==> src/rtl/mod_mul_seq_if.sv <==
// Request/response bundle for the sequential modular multiplier.
// The master drives the operands; the slave (the multiplier) returns the result.
interface mod_mul_seq_if #(
    parameter int unsigned IP_WIDTH = 6
);
    logic                in_valid;
    logic [IP_WIDTH-1:0] IN_1;
    logic [IP_WIDTH-1:0] IN_2;
    logic [IP_WIDTH-1:0] IN_P;
    logic                busy;
    logic                out_valid;
    logic [IP_WIDTH-1:0] OUT_MUL;
    logic                OUT_ERR;

    modport master (
        output in_valid, IN_1, IN_2, IN_P,
        input  busy, out_valid, OUT_MUL, OUT_ERR
    );

    modport slave (
        input  in_valid, IN_1, IN_2, IN_P,
        output busy, out_valid, OUT_MUL, OUT_ERR
    );
endinterface

==> src/rtl/mod_mul_seq.sv <==
// Multi-cycle (IN_1 * IN_2) mod IN_P: serial restoring reduction of IN_1,
// then MSB-first interleaved shift-add modular multiplication.
module mod_mul_seq #(
    parameter int unsigned IP_WIDTH = 6
) (
    input  logic          clk,
    input  logic          rst,
    mod_mul_seq_if.slave  bus
);
    localparam int unsigned W  = IP_WIDTH;
    localparam int unsigned CW = $clog2(IP_WIDTH);
    localparam logic [CW-1:0] CNT_TOP = CW'(W - 1);

    typedef enum logic [1:0] {S_IDLE, S_REDUCE, S_MUL, S_DONE} state_e;

    state_e        state_q, state_d;
    logic [W-1:0]  a_q, a_d;
    logic [W-1:0]  b_q, b_d;
    logic [W-1:0]  p_q, p_d;
    logic [W-1:0]  acc_q, acc_d;
    logic [W-1:0]  a_red_q, a_red_d;
    logic [CW-1:0] cnt_q, cnt_d;
    logic          busy_q, busy_d;
    logic          out_valid_q, out_valid_d;
    logic [W-1:0]  out_mul_q, out_mul_d;
    logic          out_err_q, out_err_d;

    // W+1-bit intermediates; every reduced value is < p and so fits back in W bits
    logic [W:0] p_ext, t, t_red, d, d_red, s, s_red;
    logic       p_zero;

    always_comb begin
        p_ext  = {1'b0, p_q};
        p_zero = (p_q == '0);
        t      = {acc_q, a_q[cnt_q]};
        t_red  = (t >= p_ext) ? t - p_ext : t;
        d      = {acc_q, 1'b0};
        d_red  = (d >= p_ext) ? d - p_ext : d;
        s      = d_red + {1'b0, a_red_q};
        s_red  = (s >= p_ext) ? s - p_ext : s;
    end

    // Next-state, datapath and registered-output logic
    always_comb begin
        state_d     = state_q;
        a_d         = a_q;
        b_d         = b_q;
        p_d         = p_q;
        acc_d       = acc_q;
        a_red_d     = a_red_q;
        cnt_d       = cnt_q;

        unique case (state_q)
            S_IDLE, S_DONE: begin
                state_d = S_IDLE;
                if (bus.in_valid) begin
                    a_d     = bus.IN_1;
                    b_d     = bus.IN_2;
                    p_d     = bus.IN_P;
                    acc_d   = '0;
                    cnt_d   = CNT_TOP;
                    state_d = S_REDUCE;
                end
            end
            S_REDUCE: begin
                acc_d = p_zero ? '0 : W'(t_red);
                cnt_d = cnt_q - CW'(1);
                if (cnt_q == '0) begin
                    a_red_d = p_zero ? '0 : W'(t_red);
                    acc_d   = '0;
                    cnt_d   = CNT_TOP;
                    state_d = S_MUL;
                end
            end
            S_MUL: begin
                if (p_zero)          acc_d = '0;
                else if (b_q[cnt_q]) acc_d = W'(s_red);
                else                 acc_d = W'(d_red);
                cnt_d = cnt_q - CW'(1);
                if (cnt_q == '0) begin
                    cnt_d   = '0;
                    state_d = S_DONE;
                end
            end
            default: state_d = S_IDLE;
        endcase

        // busy tracks the state being entered; the result strobe follows DONE by one edge
        busy_d      = (state_d == S_REDUCE) || (state_d == S_MUL);
        out_valid_d = (state_q == S_DONE);
        out_mul_d   = (state_q == S_DONE) ? acc_q : '0;
        out_err_d   = (state_q == S_DONE) && p_zero;
    end

    always_ff @(posedge clk) begin
        if (rst) begin
            state_q     <= S_IDLE;
            a_q         <= '0;
            b_q         <= '0;
            p_q         <= '0;
            acc_q       <= '0;
            a_red_q     <= '0;
            cnt_q       <= '0;
            busy_q      <= 1'b0;
            out_valid_q <= 1'b0;
            out_mul_q   <= '0;
            out_err_q   <= 1'b0;
        end else begin
            state_q     <= state_d;
            a_q         <= a_d;
            b_q         <= b_d;
            p_q         <= p_d;
            acc_q       <= acc_d;
            a_red_q     <= a_red_d;
            cnt_q       <= cnt_d;
            busy_q      <= busy_d;
            out_valid_q <= out_valid_d;
            out_mul_q   <= out_mul_d;
            out_err_q   <= out_err_d;
        end
    end

    assign bus.busy      = busy_q;
    assign bus.out_valid = out_valid_q;
    assign bus.OUT_MUL   = out_mul_q;
    assign bus.OUT_ERR   = out_err_q;
endmodule

==> src/flat_wrapper.sv <==
// flat-port wrapper written by rule: the top's interface ports become plain ports
module mod_mul_seq_flat 
#(
    parameter int unsigned IP_WIDTH = 6
)
  (clk, rst, bus_in_valid, bus_IN_1, bus_IN_2, bus_IN_P, bus_busy, bus_out_valid, bus_OUT_MUL, bus_OUT_ERR);
  mod_mul_seq_if #(.IP_WIDTH(IP_WIDTH)) bus_i ();
  input  logic clk;
  input  logic rst;
  input wire logic [$bits(bus_i.in_valid)-1:0] bus_in_valid;
  input wire logic [$bits(bus_i.IN_1)-1:0] bus_IN_1;
  input wire logic [$bits(bus_i.IN_2)-1:0] bus_IN_2;
  input wire logic [$bits(bus_i.IN_P)-1:0] bus_IN_P;
  output wire logic [$bits(bus_i.busy)-1:0] bus_busy;
  output wire logic [$bits(bus_i.out_valid)-1:0] bus_out_valid;
  output wire logic [$bits(bus_i.OUT_MUL)-1:0] bus_OUT_MUL;
  output wire logic [$bits(bus_i.OUT_ERR)-1:0] bus_OUT_ERR;
  assign bus_i.in_valid = bus_in_valid;
  assign bus_i.IN_1 = bus_IN_1;
  assign bus_i.IN_2 = bus_IN_2;
  assign bus_i.IN_P = bus_IN_P;
  assign bus_busy = bus_i.busy;
  assign bus_out_valid = bus_i.out_valid;
  assign bus_OUT_MUL = bus_i.OUT_MUL;
  assign bus_OUT_ERR = bus_i.OUT_ERR;
  mod_mul_seq #(.IP_WIDTH(IP_WIDTH)) u_core (.clk(clk), .rst(rst), .bus(bus_i));
endmodule
==> config.mk <==
export PLATFORM = sky130hd
export DESIGN_NAME = mod_mul_seq_flat
export DESIGN_NICKNAME = d
export VERILOG_FILES = /design/src/rtl/mod_mul_seq_if.sv /design/src/rtl/mod_mul_seq.sv /design/src/flat_wrapper.sv
export SDC_FILE = /design/constraint.sdc
export NUM_CORES = 1
export LEC_CHECK = 0
export ABC_AREA = 1
export BUFFER_PORTS_ARGS = -buffer_cell sky130_fd_sc_hd__buf_2
export CORE_MARGIN = 1.5
export CORE_UTILIZATION = 55
export DETAILED_ROUTE_END_ITERATION = 16
export MAX_ROUTING_LAYER = met4
export PLACE_DENSITY = 0.76
export SKIP_LAST_GASP = 1
export SLEW_MARGIN = 20
export SYNTH_ARGS = -nofsm -noshare
export SYNTH_HDL_FRONTEND = slang
export SYNTH_SLANG_ARGS = --single-unit
==> constraint.sdc <==
create_clock -name clk -period 6.2 [get_ports clk]
set_input_delay 1.24 -clock clk [delete_from_list [all_inputs] [get_ports clk]]
set_output_delay 1.24 -clock clk [all_outputs]
set_load 0.05 [all_outputs]
==> results of run 1 <==
-- worst max path at each step --
stage / from / slack (ns) / to
2_1_floorplan: u_core.p_q[1] / 2.27 / u_core.acc_q[4]
3_3_place_gp: u_core.p_q[1] / 1.74 / u_core.acc_q[4]
3_5_place_dp: u_core.p_q[1] / 1.66 / u_core.acc_q[4]
4_1_cts: u_core.p_q[1] / 1.61 / u_core.acc_q[4]
5_1_grt: u_core.p_q[1] / 1.24 / u_core.acc_q[4]
6_report: u_core.p_q[2] / 1.56 / u_core.acc_q[4]
-- registers in the layout, summed over array words and instances, names as in the netlist --
| name | count |
|---|---|
| u_core.a_q | 6 |
| u_core.cnt_q | 3 |
| u_core.bus.OUT_MUL | 6 |
| u_core.state_q | 2 |
| u_core.a_red_q | 6 |
| u_core.bus.OUT_ERR | 1 |
| u_core.b_q | 6 |
| u_core.bus.out_valid | 1 |
| u_core.bus.busy | 1 |
| u_core.acc_q | 6 |
| u_core.p_q | 6 |
-- cell type report --
type	instances	area, um2	area share, %
Inverter	60	225	6.60
Tap cell	72	90.1	2.64
Clock inverter	2	38.8	1.14
Timing Repair Buffer	29	145	4.26
Sequential cell	44	881	25.8
Multi-Input combinational cell	337	1950	57.1
Clock buffer	6	82.6	2.42
-- metal layers --
metal  vias to the layer above  part of all wire [%]
met4                         0                   4.1
met5                         -                     0
met3                        28                   4.6
met1                      1367                    43
li1                       1517                     -
met2                       107                    48
-- cell usage after synthesis (all sizes together) (3+ instances only) --
cell,count,area share [%]
a211oi,4,0.96
a21oi,33,6.0
buf,3,1.0
clkbuf,7,0.96
dfxtp,44,28
fa,4,2.6
ha,25,10
inv,58,7.0
nand2,102,13
nand3,29,5.8
nand4,9,2.2
nor2,59,7.4
o21ai,44,7.3
o21bai,3,0.72
xnor2,7,2.0
xor2,8,2.2
-- power breakdown --
| group | total, mW | switching (mW) | internal [mW] |
|---|---|---|---|
| combinational | 0.408 | 0.263 | 0.145 |
| clock | 0.235 | 0.103 | 0.132 |
| sequential | 0.309 | 0.0114 | 0.297 |
-- cell usage in the layout (no fill, tap or decap), drive strengths merged --
cell type,instances
nand2,102
nor2,59
inv,58
dfxtp,44
o21ai,44
a21oi,33
buf,29
nand3,29
ha,25
nand4,9
xor2,8
xnor2,7
clkbuf,6
a211oi,4
fa,4
o21bai,3
clkinv,3
o211ai,2
nor3,2
a31oi,2
o22ai,1
a31o,1
or2,1
o221ai,1
bufinv,1
-- logic make-up after synthesis --
logic type	share of synthesized area, %
simple gates	29.0
compound gates	16.7
buf+inv	9.23
flops	28.3
fa+ha+maj	12.6
xor+xnor	4.22
-- worst min-delay path: stages, from the launching register on --
cell	delay, ns
dfxtp_1	0.33
nand2_1	0.06
a21oi_1	0.05
-- through the flow --
step / setup slack (ns) / instances
2_1_floorplan: 2.27 / 451
3_3_place_gp: 1.74 / 542
3_5_place_dp: 1.66 / 542
4_1_cts: 1.61 / 550
5_1_grt: 1.24 / 550
6_report: 1.56 / 550
==> results.ini, run 1 <==
[power_and_ir_drop]
peakVddDrop_v=0.000155
p_total_mw=0.952
power.leakage_nw=1.66
power_density_nw_per_um2=279

[place]
place_congestion=0.961
dpl_cell_area_um2=3290
io_buffer_count=29
dpl.hpwl_um=6100

[drt]
drtIter0Drc=209
wire_per_inst_um=14.0
via_count=3019
ant_nets=0
drc_errors=0
dr.pass1.iters=5
viasPerCell=5.49
routed_wl_um=7700

[logic_synthesis]
synth_edf_count=0
synthCells=451
avgSynthCellArea_um2=6.91
yosysWarnings=0
synth_seq_cells=44
synthFlopType=dfxtp_1
syn_area_um2=3120
async_flop_share_pct=0
synth_fp_nets=501
ys_types=38
seq_area_frac_synth_pct=28.3

[global_routing]
met3_usage_pct=3.84
grt-busiest-layer=met2
grt_pass1_wl_um=12800
grt_util_met2_pct=46.6
grt-ovfl-total=0
grt_usage_pct=27.6
grt_max_degree=27
gr-usage-met1_pct=32.3
antenna_found_initial=0
grt_pass1_vias=2875

[finish]
antenna_cells=0
design_area_um2=3410
area_delta_synth_final_pct=9.43
layout-drive-gt1-share_pct=14.0
utilization_pct=62.3
fill_cells=514
nNetsFinal=527

[cts]
cts_made_buffers=5
cts_max_level=2
cts_tree=yes
cts_hold_buf=0
cts_buffer_depth=2
cts_root_buf=clkbuf_8
insertion_delay_ns=0.30
cts.sinks=44
clk_pin_slew_ns=0.09
postCtsSetupRepairBufs=0
cts-resized-gates=0

[min_path]
min_from=u_core.a_red_q[2]
hold_class=flop to flop
hold_path_depth=2
hold_end=u_core.a_red_q[2]

[die]
ios=30
start_util_pct=57.0
core_um2=5470
die_area_um2=6130
die_h_um=78.3
placementRows=27
dieWidth_um=78.3

[worst_setup_path]
endpoint_kind=flop
worst_path_max_delay_cell=ha_1
crit_path_frequent_cell=nand2_1
path_class=flop to flop
max_stage_delay_ns=0.50
crit_required_ns=6.40
reg2reg_from=u_core.p_q[2]
start_kind=flop
crit_buf_inv=5
arrival_ns=4.84
r2r_setup_slack_ns=1.56
cpLargestDelayFamily=adder cells
cp_max_fo=11
rr_endpoint=u_core.acc_q[4]
reg2regPathDepth=27
worst-path-stages=27

[sta]
hold_viol=0
hold_ws_ns=0.483
period_needed_ns=4.64
fin_skew_ns=0.00576
timing.fmax_mhz=215
worstMarginPinSlew_ns=0.729
final_max_slew_viol_count=0
setup_viol=0
min_period_over_period_pct=74.9
rsz0062_at_grt=no
relSlewSlack_pct=51.3
tns_ns=0

[run]
cap_violations=0

[outcome]
run_status=finished clean

(Power assumes the default switching activity.)
==> run 2, diff against run 1 <==
--- a/config.mk
+++ b/config.mk
@@ -5,13 +5,13 @@
 export SDC_FILE = /design/constraint.sdc
 export NUM_CORES = 1
 export LEC_CHECK = 0
-export ABC_AREA = 1
+export ABC_AREA = 0
 export BUFFER_PORTS_ARGS = -buffer_cell sky130_fd_sc_hd__buf_2
 export CORE_MARGIN = 1.5
-export CORE_UTILIZATION = 55
+export CORE_UTILIZATION = 54
 export DETAILED_ROUTE_END_ITERATION = 16
 export MAX_ROUTING_LAYER = met4
-export PLACE_DENSITY = 0.76
+export PLACE_DENSITY = 0.78
 export SKIP_LAST_GASP = 1
 export SLEW_MARGIN = 20
 export SYNTH_ARGS = -nofsm -noshare
==> constraint.sdc (replaced) <==
create_clock -name clk -period 4.1 [get_ports clk]
set_input_delay 0.82 -clock clk [delete_from_list [all_inputs] [get_ports clk]]
set_output_delay 0.82 -clock clk [all_outputs]
set_load 0.05 [all_outputs]
==> results.ini, run 2 <==
[drt]
wire_per_inst_um=16.6  ; +19%
drtIter0Drc=225  ; +7.7%
ant_nets=0  ; unchanged
dr.pass1.iters=5  ; unchanged
via_count=3106  ; +2.9%
routed_wl_um=8970  ; +17%
drc_errors=0  ; unchanged
viasPerCell=5.76  ; +5.0%

[min_path]
hold_class=flop to flop
hold_path_depth=2  ; unchanged
hold_end=u_core.a_q[3]
min_from=u_core.a_q[3]

[run]
cap_violations=0  ; unchanged

[outcome]
run_status=complete, but fails checks
violations=negative setup slack

[place]
dpl_cell_area_um2=3740  ; +14%
place_congestion=1.04  ; +8.0%
dpl.hpwl_um=6800  ; +12%
placed_cells=518  ; -4.4%
io_buffer_count=29  ; unchanged

[sta]
timing.fmax_mhz=225  ; +4.5%
period_needed_ns=4.44  ; -0.198 ns
fin_ws_ns=-0.343  ; -1.90 ns
setup_viol=6  ; +6
rsz0062_at_grt=yes
fin_skew_ns=0.00745  ; +0.00169 ns
min_period_over_period_pct=108  ; +34 points
hold_ws_ns=0.461  ; -0.0228 ns
hold_viol=0  ; unchanged
relSlewSlack_pct=31.6  ; -20 points
worstMarginPinSlew_ns=1.00  ; +0.271 ns
final_max_slew_viol_count=0  ; unchanged

[cts]
cts_buffer_depth=2  ; unchanged
cts_max_level=2  ; unchanged
cts_tree=yes
insertion_delay_ns=0.31  ; about the same
cts_root_buf=clkbuf_8
cts_made_buffers=5  ; unchanged
clk_pin_slew_ns=0.09  ; about the same
cts.sinks=44  ; unchanged
cts_hold_buf=0  ; unchanged

[finish]
antenna_cells=0  ; unchanged
area_delta_synth_final_pct=31.4
final_cells=539  ; -2.0%
layout_common_cells=buf_4, nand2_1, dfxtp_1
utilization_pct=73.7  ; +11 points
nNetsFinal=516  ; -2.1%
design_area_um2=4060  ; +19%
fill_cells=436  ; -15%
layout_commonest_cell=buf_4
layout-drive-gt1-share_pct=31.5  ; +17 points

[power_and_ir_drop]
peakVddDrop_v=0.000236  ; +52%
seqPwrFrac_pct=33.2  ; +0.8 points
internal-power_mw=0.913  ; +59%
p_comb_share_pct=41.2  ; -1.7 points
power_switching_mw=0.463  ; +23%
power.leakage_nw=1.75  ; +5.1%
clockPowerShare_pct=25.6  ; +0.9 points
swShare_pct=33.7  ; -6.0 points
power_density_nw_per_um2=339  ; +22%

[worst_setup_path]
r2r_setup_slack_ns=-0.34  ; -1.90 ns
rr_endpoint=u_core.acc_q[5]
cp_max_fo=4  ; -7
crit_required_ns=4.30  ; -2.10 ns
reg2reg_from=u_core.p_q[4]
arrival_ns=4.64  ; -0.20 ns
reg2regPathDepth=20  ; -26%
endpoint_kind=flop
path_class=flop to flop
start_kind=flop

[logic_synthesis]
netlist_top_cells_count=nand2_1, dfxtp_1, a21oi_1
syn_area_um2=3090  ; -0.96%
async_flop_share_pct=0  ; unchanged
synth_top_cell_by_area=dfxtp_1
yosysWarnings=0  ; unchanged
synth_fp_nets=428  ; -15%
seq_area_frac_synth_pct=28.5  ; +0.27 points
avgSynthCellArea_um2=8.17  ; +18%
synth_edf_count=0  ; unchanged
yosysMostFrequentCell=nand2_1
ys_types=65  ; +71%
synth.top_cell.area_share_pct=28.5  ; +0.27 points
synthFlopType=dfxtp_1
synth_seq_cells=44  ; unchanged
ys_top_cells_by_area=dfxtp_1, ha_1, nand2_1
synthCells=378  ; -16%

[die]
die_area_um2=6180  ; +0.83%
die_h_um=78.6  ; +0.42%
core_um2=5510  ; +0.62%
placementRows=27  ; unchanged
start_util_pct=56.1  ; -0.89 points
dieWidth_um=78.6  ; +0.42%
ios=30  ; unchanged

[global_routing]
grt-ovfl-total=0  ; unchanged
grt_max_degree=37  ; +37%
grt_usage_pct=31.3  ; +3.7 points
grt_pass1_wl_um=14500  ; +13%
grt_pass1_vias=3051  ; +6.1%
antenna_found_initial=0  ; unchanged

[run 2: cell types whose count changed after synthesis, sizes merged, moves of 7 or more]
cell | previous run | this run
a21o | 0 | 8
a21oi | 33 | 40
and2 | 0 | 11
inv | 58 | 18
mux2i | 0 | 9
nand2 | 102 | 55
nand2b | 0 | 9
nand3 | 29 | 3
nor2 | 59 | 22
nor2b | 0 | 7
o21ai | 44 | 12
[run 2: cells by family (layout without fill, tap and decap cells)]
kind of cell               after synthesis  in the layout  synth area share (%)
muxes                                   15             15                  5.11
buffers and inverters                   34            123                  4.70
AOI/OAI and AO/OA                      107            107                  23.5
and+or+nand+nor                        138            138                  22.3
DFF                                     44             44                  28.5
adders and majority gates               29             29                  12.7
xor gates and xnor gates                11             11                  3.12
[run 2: critical path: stages, from the launching register on]
cell and delay, ns:
dfxtp_2 0.33, inv_2 0.09, ha_4 0.21, a21o_1 0.22, a211oi_4 0.36, o21ai_2 0.12
mux2_4 0.34, ha_4 0.22, a211oi_2 0.21, o21bai_1 0.12, a21oi_1 0.17, xor2_1 0.22
inv_1 0.11, ha_4 0.22, and4_1 0.14, a31oi_1 0.15, or4b_4 0.52, buf_4 0.16
a31o_4 0.22, o221ai_2 0.12, a31oi_1 0.09
[run 2: cell type report]
type | count | area [um2] | share of cell area (%)
inverter | 18 | 67.6 | 1.67
clock buffer | 5 | 68.8 | 1.70
tap | 72 | 90.1 | 2.22
clock inverter | 3 | 46.3 | 1.14
multi-input combinational | 300 | 2230 | 55.1
sequential | 44 | 886 | 21.8
timing repair buffer | 97 | 663 | 16.3
[run 2: how the worst max path moves through the flow]
stage,startpoint,to
floorplan,u_core.p_q[4],u_core.acc_q[2]
global placement,u_core.p_q[5],u_core.acc_q[1]
detailed placement,u_core.p_q[1],u_core.acc_q[1]
CTS,u_core.p_q[4],u_core.acc_q[2]
global route,u_core.p_q[4],u_core.acc_q[1]
finish,u_core.p_q[4],u_core.acc_q[5]
[run 2: per-stage QoR]
step / TNS [ns] / worst slack, ns / power, mW
6_report: -1.80 / -0.343 / 1.38
5_1_grt: -2.60 / -0.474 / 1.44
4_1_cts: -1.69 / -0.327 / 1.36
3_5_place_dp: -1.83 / -0.362 / 0.969
3_3_place_gp: -0.818 / -0.177 / 0.954
2_1_floorplan: -1.01 / -0.237 / 0.798
[run 2: layer usage]
layer | GRT usage (%) | part of all wire (%)
met1 | 38.5 | 45
met2 | 51.0 | 47
met3 | 4.30 | 4.7
met4 | 13.8 | 3.5
met5 | - | 0
[run 2: power groups by stage]
stage | sequential, mW | combinational (mW) | clock, mW
floorplan | 0.465 | 0.332 | 0
global placement | 0.465 | 0.489 | 0
detailed placement | 0.466 | 0.503 | 0
CTS | 0.456 | 0.550 | 0.351
global route | 0.459 | 0.617 | 0.365
finish | 0.457 | 0.567 | 0.352
[run 2: what timing repair did]
item / CTS / global route
pin swaps: 16 / 14
setup buffers: 9 / 4
resized for setup: 11 / 8
endpoints found under the setup margin: 6 / 6
